--- src/rtl/note_sequencer_pwm_if.sv ---
// Interface bundling the MCU-side load signals and the speaker-side outputs
// of note_sequencer_pwm. The master drives ce/notes_flat/loop_en; the slave
// (the sequencer) drives pwm/making_music/done.
interface note_sequencer_pwm_if #(
  parameter int unsigned NUM_NOTES = 5,
  parameter int unsigned PITCH_W   = 4,
  parameter int unsigned DUR_W     = 4
);
  logic                                      ce;
  logic [NUM_NOTES*(PITCH_W+DUR_W)-1:0]      notes_flat;
  logic                                      loop_en;
  logic                                      pwm;
  logic                                      making_music;
  logic                                      done;

  modport master (
    output ce, notes_flat, loop_en,
    input  pwm, making_music, done
  );

  modport slave (
    input  ce, notes_flat, loop_en,
    output pwm, making_music, done
  );
endinterface

--- src/rtl/note_sequencer_pwm.sv ---
// note_sequencer_pwm: captures a buffer of NUM_NOTES {pitch, dur} entries
// while ce is high, then plays them as a square-wave tone on pwm.
// Optional feature macro: ARTICULATION_GAP_EN inserts GAP_CYCLES silent
// cycles after every note except the final note of non-loop playback.
// The interface instance must use the same NUM_NOTES/PITCH_W/DUR_W.
module note_sequencer_pwm #(
  parameter int unsigned NUM_NOTES      = 5,
  parameter int unsigned PITCH_W        = 4,
  parameter int unsigned DUR_W          = 4,
  parameter int unsigned TICKS_PER_BEAT = 100000,
  parameter int unsigned HALF_STEP      = 1000,
  parameter int unsigned GAP_CYCLES     = 5000
) (
  input logic                clk,
  input logic                nreset,
  note_sequencer_pwm_if.slave bus
);

  localparam int unsigned E        = PITCH_W + DUR_W;
  localparam int unsigned BUF_W    = NUM_NOTES * E;
  localparam int unsigned IDX_W    = (NUM_NOTES > 1) ? $clog2(NUM_NOTES) : 1;
  localparam int unsigned NOTE_MAX = (2 ** DUR_W) * TICKS_PER_BEAT;
  localparam int unsigned NOTE_W   = $clog2(NOTE_MAX + 1);
  localparam int unsigned TONE_MAX = ((2 ** PITCH_W) - 1) * HALF_STEP;
  localparam int unsigned TONE_W   = $clog2(TONE_MAX + 1);

  // Elaboration-time parameter sanity checks
  if (NUM_NOTES < 1 || TICKS_PER_BEAT < 1 || HALF_STEP < 1 || GAP_CYCLES < 1) begin : g_bad_params
    $error("note_sequencer_pwm: NUM_NOTES, TICKS_PER_BEAT, HALF_STEP, GAP_CYCLES must be >= 1");
  end

`ifdef ARTICULATION_GAP_EN
  localparam int unsigned GAP_W = $clog2(GAP_CYCLES + 1);
  typedef enum logic [1:0] {IDLE, HOLD, PLAY, GAP} state_t;
  logic [GAP_W-1:0] gap_cnt;
`else
  typedef enum logic [1:0] {IDLE, HOLD, PLAY} state_t;
`endif

  state_t             state;
  logic [BUF_W-1:0]   buf_q;
  logic [IDX_W-1:0]   idx;
  logic [NOTE_W-1:0]  note_cnt;
  logic [TONE_W-1:0]  tone_cnt;
  logic               pwm_q;
  logic               mm_q;
  logic               done_q;

  logic [E-1:0]       cur;
  logic [PITCH_W-1:0] pitch;
  logic [DUR_W-1:0]   dur;
  logic [NOTE_W-1:0]  note_last;
  logic [TONE_W-1:0]  tone_last;
  logic               note_end;
  logic               is_last;

  // Decode the current entry and its note-length / half-period terminal counts
  always_comb begin
    cur = '0;
    for (int unsigned i = 0; i < NUM_NOTES; i++) begin
      if (IDX_W'(i) == idx) cur = buf_q[i*E +: E];
    end
    pitch     = cur[E-1:DUR_W];
    dur       = cur[DUR_W-1:0];
    note_last = NOTE_W'((32'(dur) + 32'd1) * TICKS_PER_BEAT - 32'd1);
    tone_last = TONE_W'(32'(pitch) * HALF_STEP - 32'd1);
    note_end  = (note_cnt == note_last);
    is_last   = (idx == IDX_W'(NUM_NOTES - 1));
  end

  // Sequencer FSM with registered outputs; reset beats ce, ce beats playback
  always_ff @(posedge clk) begin
    if (nreset) begin
      state    <= IDLE;
      buf_q    <= '0;
      idx      <= '0;
      note_cnt <= '0;
      tone_cnt <= '0;
`ifdef ARTICULATION_GAP_EN
      gap_cnt  <= '0;
`endif
      pwm_q    <= 1'b0;
      mm_q     <= 1'b0;
      done_q   <= 1'b0;
    end else begin
      done_q <= 1'b0;
      if (bus.ce) begin
        state    <= HOLD;
        buf_q    <= bus.notes_flat;
        idx      <= '0;
        note_cnt <= '0;
        tone_cnt <= '0;
`ifdef ARTICULATION_GAP_EN
        gap_cnt  <= '0;
`endif
        pwm_q    <= 1'b0;
        mm_q     <= 1'b0;
      end else begin
        case (state)
          IDLE: begin
            pwm_q <= 1'b0;
            mm_q  <= 1'b0;
          end
          HOLD: begin
            state    <= PLAY;
            idx      <= '0;
            note_cnt <= '0;
            tone_cnt <= '0;
            pwm_q    <= 1'b0;
            mm_q     <= 1'b1;
          end
          PLAY: begin
            if (note_end) begin
              note_cnt <= '0;
              tone_cnt <= '0;
              pwm_q    <= 1'b0;
              if (is_last && !bus.loop_en) begin
                state  <= IDLE;
                idx    <= '0;
                mm_q   <= 1'b0;
                done_q <= 1'b1;
              end else begin
                idx <= is_last ? '0 : idx + IDX_W'(1);
`ifdef ARTICULATION_GAP_EN
                state   <= GAP;
                gap_cnt <= '0;
`endif
              end
            end else begin
              note_cnt <= note_cnt + NOTE_W'(1);
              if (pitch != '0) begin
                if (tone_cnt == tone_last) begin
                  tone_cnt <= '0;
                  pwm_q    <= ~pwm_q;
                end else begin
                  tone_cnt <= tone_cnt + TONE_W'(1);
                end
              end
            end
          end
`ifdef ARTICULATION_GAP_EN
          GAP: begin
            pwm_q <= 1'b0;
            if (gap_cnt == GAP_W'(GAP_CYCLES - 1)) begin
              state   <= PLAY;
              gap_cnt <= '0;
            end else begin
              gap_cnt <= gap_cnt + GAP_W'(1);
            end
          end
`endif
          default: begin
            state <= IDLE;
            pwm_q <= 1'b0;
            mm_q  <= 1'b0;
          end
        endcase
      end
    end
  end

  assign bus.pwm          = pwm_q;
  assign bus.making_music = mm_q;
  assign bus.done         = done_q;

endmodule

--- src/flat_wrapper.sv ---
// flat-port wrapper written by rule: the top's interface ports become plain ports
module note_sequencer_pwm_flat 
#(
  parameter int unsigned NUM_NOTES      = 5,
  parameter int unsigned PITCH_W        = 4,
  parameter int unsigned DUR_W          = 4,
  parameter int unsigned TICKS_PER_BEAT = 100000,
  parameter int unsigned HALF_STEP      = 1000,
  parameter int unsigned GAP_CYCLES     = 5000
)
  (clk, nreset, bus_ce, bus_notes_flat, bus_loop_en, bus_pwm, bus_making_music, bus_done);
  note_sequencer_pwm_if #(.NUM_NOTES(NUM_NOTES), .PITCH_W(PITCH_W), .DUR_W(DUR_W)) bus_i ();
  input logic clk;
  input logic nreset;
  input wire logic [$bits(bus_i.ce)-1:0] bus_ce;
  input wire logic [$bits(bus_i.notes_flat)-1:0] bus_notes_flat;
  input wire logic [$bits(bus_i.loop_en)-1:0] bus_loop_en;
  output wire logic [$bits(bus_i.pwm)-1:0] bus_pwm;
  output wire logic [$bits(bus_i.making_music)-1:0] bus_making_music;
  output wire logic [$bits(bus_i.done)-1:0] bus_done;
  assign bus_i.ce = bus_ce;
  assign bus_i.notes_flat = bus_notes_flat;
  assign bus_i.loop_en = bus_loop_en;
  assign bus_pwm = bus_i.pwm;
  assign bus_making_music = bus_i.making_music;
  assign bus_done = bus_i.done;
  note_sequencer_pwm #(.NUM_NOTES(NUM_NOTES), .PITCH_W(PITCH_W), .DUR_W(DUR_W), .TICKS_PER_BEAT(TICKS_PER_BEAT), .HALF_STEP(HALF_STEP), .GAP_CYCLES(GAP_CYCLES)) u_core (.clk(clk), .nreset(nreset), .bus(bus_i));
endmodule
--- config.mk ---
export PLATFORM = sky130hd
export DESIGN_NAME = note_sequencer_pwm_flat
export DESIGN_NICKNAME = d
export VERILOG_FILES = /design/src/rtl/note_sequencer_pwm_if.sv /design/src/rtl/note_sequencer_pwm.sv /design/src/flat_wrapper.sv
export SDC_FILE = /design/constraint.sdc
export NUM_CORES = 1
export LEC_CHECK = 0
export CAP_MARGIN = 20
export CELL_PAD_IN_SITES_DETAIL_PLACEMENT = 1
export CELL_PAD_IN_SITES_GLOBAL_PLACEMENT = 2
export CORE_MARGIN = 2
export CORE_UTILIZATION = 33
export CTS_BUF_LIST = sky130_fd_sc_hd__clkbuf_16
export CTS_CLUSTER_SIZE = 8
export DETAILED_ROUTE_END_ITERATION = 12
export PLACE_DENSITY = 0.83
export SYNTH_ARGS = -nofsm -noshare
export SYNTH_HDL_FRONTEND = slang
export SYNTH_SLANG_ARGS = --single-unit
--- constraint.sdc ---
create_clock -name clk -period 6.8 [get_ports clk]
set_clock_uncertainty 0.2 [all_clocks]
set_input_delay 2.04 -clock clk [delete_from_list [all_inputs] [get_ports clk]]
set_output_delay 2.04 -clock clk [all_outputs]
set_load 0.01 [all_outputs]
**After elaboration in Yosys (flattened, before gate mapping)**

Index checks and enable logic that the tools add are counted.

- Flip-flop bits (word level): 83
- Input port bits: 44
- Output and inout port bits: 3
- Logic and storage cells: 74

- $add $sub $neg: 6
- Multiply operators: 2
- Equal/unequal tests: 15
- Muxes and demuxes: 23
- Bitwise logic cells: 4
- Reduce and logical (&&, ||, !) cells: 15

Operators by type and width:

| kind | count |
|---|---|
| 14-bit 2-to-1 mux | 3 |
| 21-bit case mux with 2 select lines | 1 |
| 8-bit 2-to-1 mux | 5 |
| 32-bit by 12-bit multiplier with 16-bit output, second input constant | 1 |
| 14-bit case mux with 2 select lines | 1 |
| 21-bit by 1-bit adder with 21-bit output, second input constant | 1 |
| 21-bit equality test | 1 |
| 21-bit 2-to-1 mux | 1 |
| 21-bit by 1-bit subtractor with 21-bit output, second input constant | 1 |
| 14-bit by 1-bit adder with 14-bit output, second input constant | 1 |
| 14-bit equality test | 1 |
| 14-bit by 1-bit subtractor with 14-bit output, second input constant | 1 |
| 4-bit by 7-bit multiplier with 11-bit output, second input constant | 1 |
| 3-bit 2-to-1 mux | 3 |
| 2-bit AND reduction | 4 |
| 4-bit OR reduction | 2 |
| 2-bit by 3-bit equality test with 1-bit output, first input constant | 2 |
| 3-bit by 2-bit != test with 1-bit output, second input constant | 2 |
| 2-bit case mux with 3 select lines | 1 |
| 3-bit case mux with 2 select lines | 1 |
| 3-bit AND reduction | 2 |
| 4-bit by 1-bit adder with 5-bit output, second input constant | 1 |
| 1-bit 2-to-1 mux | 4 |
| 2-bit 2-to-1 mux | 2 |
| 18 further kinds | 22 |

**Logic depth before layout (Yosys ltp)**

- Depth after elaboration: 13
- Mapped depth: 29
- Gate-level depth less buffers: 25

**Least setup slack after synthesis**

No wires, ideal clock.

- Path type: reg2reg
- From: register u_core.idx[2]
- To: register u_core.tone_cnt[13]
- Setup time: 126 ps
- Arrival: 6463 ps
- Required time: 6474 ps
- Setup slack: 11 ps
- Cell stages (with the launch flop): 28
- Buffers on the path: 5
- Period minus slack after synthesis: 6789 ps
- Cells stage by stage: dfxtp_1 buf_2 inv_1 ha_1 clkbuf_1 clkbuf_1 o311ai_0 o21ai_0 inv_1 ha_1 nor3b_1 ha_1 xor2_1 ha_1 ha_1 ha_1 a211oi_2 nor4b_1 or3b_1 buf_2 o41ai_1 nand2_1 or4_4 a2111oi_4 a311oi_1 o21ai_2 buf_6 o221ai_2

- Cells in the longest elaborated chain, start to end: 13
- Elaborated cells on any way between the ends: 24
- Classes of those cells: add/sub (3); mul (2); eq/ne (7); mux (9); reduce/logical (3)

RTL lines:

| element | line | source |
|---|---|---|
| start, declared | note_sequencer_pwm.sv:42 | `logic [IDX_W-1:0] idx;` |
| start signal, assigned | note_sequencer_pwm.sv:123 | `idx <= is_last ? '0 : idx + IDX_W'(1);` |
| 3-bit zero test | note_sequencer_pwm.sv:61 | `if (IDX_W'(i) == idx) cur = buf_q[i*E +: E];` |
| 8-bit 2-to-1 mux (4 in a row) | note_sequencer_pwm.sv:61 |  |
| 8-bit 2-to-1 mux * | note_sequencer_pwm.sv:61 |  |
| branches (longest 7 deep; another with 32-bit by 12-bit multiplier with 16-bit output) | - |  |
| end signal, assigned | note_sequencer_pwm.sv:136 | `tone_cnt <= tone_cnt + TONE_W'(1);` |
| end, declared | note_sequencer_pwm.sv:44 | `logic [TONE_W-1:0] tone_cnt;` |

Every way passes the cells marked *. The select of a mux whose other input is x is not followed.
A chain may end at the register's enable or synchronous reset.

**Worst setup path after layout**

- From: register u_core.idx[0]
- To: register u_core.tone_cnt[4]

The elaborated chain is that of the path after synthesis.

==> out/results.ini <==
[final_layout]
post_layout_nonfiller_instances=1045
fraction_of_final_layout_cells_sized_beyond_drive_strength_1_pct=14.92
final_core_util_pct=41.35
antennaDiodeCount=0
synthToLayoutAreaGrowth_pct=23.67
layout.filler_cells=2160
design.final.nets=917

[placed_design]
port_buffers=46
numPlacedInstances=1020
gpl.final_weighted_congestion=0.8774
pre_cts_setup_slack_ns=-0.3025
detailed_place_hpwl_um=13980

[clocking]
worst_skew_pair.late_latency_ns=0.36
tritoncts.num_buffers=9
ctsHtreeMaxLevel=3
clock_sinks=83
cts.hold.buffers_added=0
ctsLongestPathBuffers=2
cts_tree=built
clock-root-buffer=clkbuf_16
worst_setup_hold_path_clk_slew_ns=0.07

[min_path]
min-delay-path-class=register to register
hold_depth=2

[synth]
synthTopCellsByArea=dfxtp_1 (27%), ha_1 (12%), mux2i_1 (7.3%), nor2_1 (6.2%), xnor2_1 (4.7%)
yosysWarnings=0
synthesis.instances=733
portion_of_the_post_synthesis_area_used_by_sequential_elements_pct=26.75
net_count_after_synthesis=844
synth_largest_type_area_fraction_pct=26.75
synth-main-ff-cell=dfxtp_1
synth_enable_flop_cells=0
synthesis.area_um2=6212
asyncSetResetFlopFracSynth_pct=0
synth-seq-cells=83
synthesized_area_divided_by_synthesized_cell_count_um2=8.475
synth.lib_cells_used.distinct=78
netlist.top_cell.by_area=dfxtp_1

[detailed_routing]
initialDrtViolationCount=226
totalWireLength_um=17720
via_per_inst=5.365
drtAntennaViolNets=0
dr.pass1.iters=5
drt-wirelength-per-cell_um=16.96
vias_after_detailed_routing=5606
drt_drc_violations_left=0

[global_route]
grt_start_max_net_pins=44
grt_usage_pct=17.77
globalRoute.totalOverflow=0
grt_pass1_wl_um=28960
antenna_violations_before_repair=0
grt_pass1_vias=5895

[die]
height_of_the_chip_um=141.2
ioPinCount=47
design.die.area_um2=19940
floorplan.initialDensity_pct=33.43
chipWidth_um=141.2
design.core.area_um2=18580
placementRows=50

[timing]
finalCriticalPeriod_ns=6.499
finalSetupViolations=0
tns_ns=0
slew-limit-headroom_pct=51.23
worst-slew-pin-transition_ns=0.7315
finalMaxSlewViolations=0
fin_ws_ns=0.3012
final.period_utilization_pct=95.57
max_clock_freq_mhz=153.9
final_hold_viol_count=0

[worst_setup_path]
worstPathArrival_ns=6.52
worst-path-stages=26
timing.reg2reg.worst_path_depth=26
crit_buf_inv=6
end_kind=register
worst-path-max-fanout=5
crit_family=compound AO/OA/AOI/OAI gates
max_stage_delay_cell_worst_path=or4_4
worst_path_largest_cell_delay_ns=0.56
required_ns=6.82
setup.worst_path.start_class=register
critical_path_class=register to register

[power_and_ir_drop]
power_leakage_uw=0.003184
power_density_cells_nw_per_um2=184.4
irDropWorstVdd_v=0.0001246

[run]
drv.max_cap_violation_count=0

[outcome]
result_of_the_run=finished, final reports clean

state kept, by name, indices dropped and copies added (netlist names):
signal,cells
u_core.buf_q,40
u_core.note_cnt,21
u_core.tone_cnt,14
u_core.idx,3
u_core.state,2
u_core.bus.done,1
u_core.bus.making_music,1
u_core.bus.pwm,1
layout make-up:
type	instances	area [um2]	share of cell area [%]
well taps	234	292.8	3.811
clock buffers	9	225.2	2.932
inverters	44	165.2	2.150
multi-input cells	577	4437	57.75
repair buffers	91	818.3	10.65
clock inverters	7	81.33	1.059
flip-flops and latches	83	1663	21.64
worst reg2reg max path, cell delays in order, from the launching register on:
cell       delay, ns
dfxtp_2         0.34
inv_1           0.11
ha_1            0.19
nor3b_2         0.22
buf_4           0.16
a222oi_1        0.07
o311ai_1        0.38
o21ai_2         0.19
xnor2_2         0.21
buf_4           0.15
buf_4           0.14
ha_1            0.31
ha_1            0.28
ha_1            0.31
ha_1            0.32
o21ai_2         0.08
o21ai_0         0.13
or3b_1          0.40
o41ai_2         0.32
nand2_1         0.14
or4_4           0.56
a2111oi_4       0.49
a311oi_2        0.16
buf_4           0.18
buf_4           0.15
nand4_1         0.08
o221ai_1        0.10
per-stage QoR:
stage	total power, uW	hold WS (ns)	instance area, um2
finish	1416	0.2852	7682
global placement	874.0	0.2651	7122
detailed placement	890.7	0.2795	7122
CTS	1412	0.2889	7505
floorplan	775.0	0.2454	6212
global route	1491	0.3159	7682
per-layer routing:
metal | wire (um) | GRT usage, % | up-vias | part of all wire [%]
li1 | - | - | 2761 | -
met1 | 8084 | 22.38 | 2762 | 46
met2 | 8974 | 31.40 | 63 | 51
met3 | 394 | 2.683 | 20 | 2.2
met4 | 265 | 5.158 | 0 | 1.5
met5 | 0 | 0 | - | 0
what timing repair did:
| action | CTS | global route |
|---|---|---|
| gates resized for setup | 7 | 41 |
| buffers inserted | 6 | 3 |
| pin swaps | 4 | 4 |
| setup endpoints to repair | 43 | 43 |
logic make-up (layout without fill, tap and decap cells):
logic type | count (synthesis) | in the layout | share of synthesized area (%)
compound gates | 139 | 139 | 16.68
xor+xnor | 60 | 60 | 8.902
fa+ha+maj | 67 | 67 | 14.46
buf+inv | 73 | 151 | 4.814
flops | 83 | 83 | 26.75
mux | 46 | 46 | 7.432
simple gates | 265 | 265 | 20.97
Yosys cell counts (all sizes together) (3+ instances only):
| library cell | number |
|---|---|
| o31ai | 5 |
| nand2b | 5 |
| nor2b | 9 |
| a31oi | 7 |
| xor2 | 25 |
| o21ai | 31 |
| or4 | 3 |
| a211oi | 6 |
| or3 | 4 |
| a21oi | 20 |
| o211ai | 7 |
| nor3 | 10 |
| nand3b | 7 |
| buf | 13 |
| nor2 | 103 |
| a41oi | 3 |
| and3 | 11 |
| nand2 | 50 |
| nor3b | 7 |
| and2 | 6 |
| o311ai | 4 |
| a311oi | 4 |
| xnor2 | 33 |
| inv | 44 |
| a222oi | 5 |
| fa | 8 |
| nand3 | 19 |
| o221ai | 5 |
| nand4 | 9 |
| ha | 59 |
| clkbuf | 16 |
| mux2i | 45 |
| or2 | 7 |
| nor4 | 7 |
| o22ai | 8 |
| a21o | 7 |
| a31o | 3 |
| dfxtp | 83 |
worst paths after layout:
| check | start | to | slack, ns |
|---|---|---|---|
| setup / recovery | u_core.idx[0]$_SDFFE_PP0P_ | u_core.tone_cnt[4]$_SDFFE_PP0P_ | 0.30 |
| hold / removal | u_core.note_cnt[1]$_SDFFE_PP0P_ | u_core.note_cnt[1]$_SDFFE_PP0P_ | 0.29 |
| setup reg to reg | u_core.idx[0]$_SDFFE_PP0P_ | u_core.tone_cnt[4]$_SDFFE_PP0P_ | 0.30 |
| hold reg to reg | u_core.note_cnt[1]$_SDFFE_PP0P_ | u_core.note_cnt[1]$_SDFFE_PP0P_ | 0.29 |
layout by cell type (no fill, tap or decap), types with 25 or more instances in the layout:
master and instances:
clkdlybuf4s50_1 45, nand2_1 46, inv_1 42, nor2_1 102
mux2i_1 45, ha_1 50, xnor2_1 30, dfxtp_1 82
buf_4 43, xor2_1 25
report_power, final:
group | internal [uW] | switching, uW | total, uW
logic | 185 | 211 | 396
clock network | 262 | 247 | 509
registers | 501 | 10.1 | 511
(Power assumes the default switching activity.)
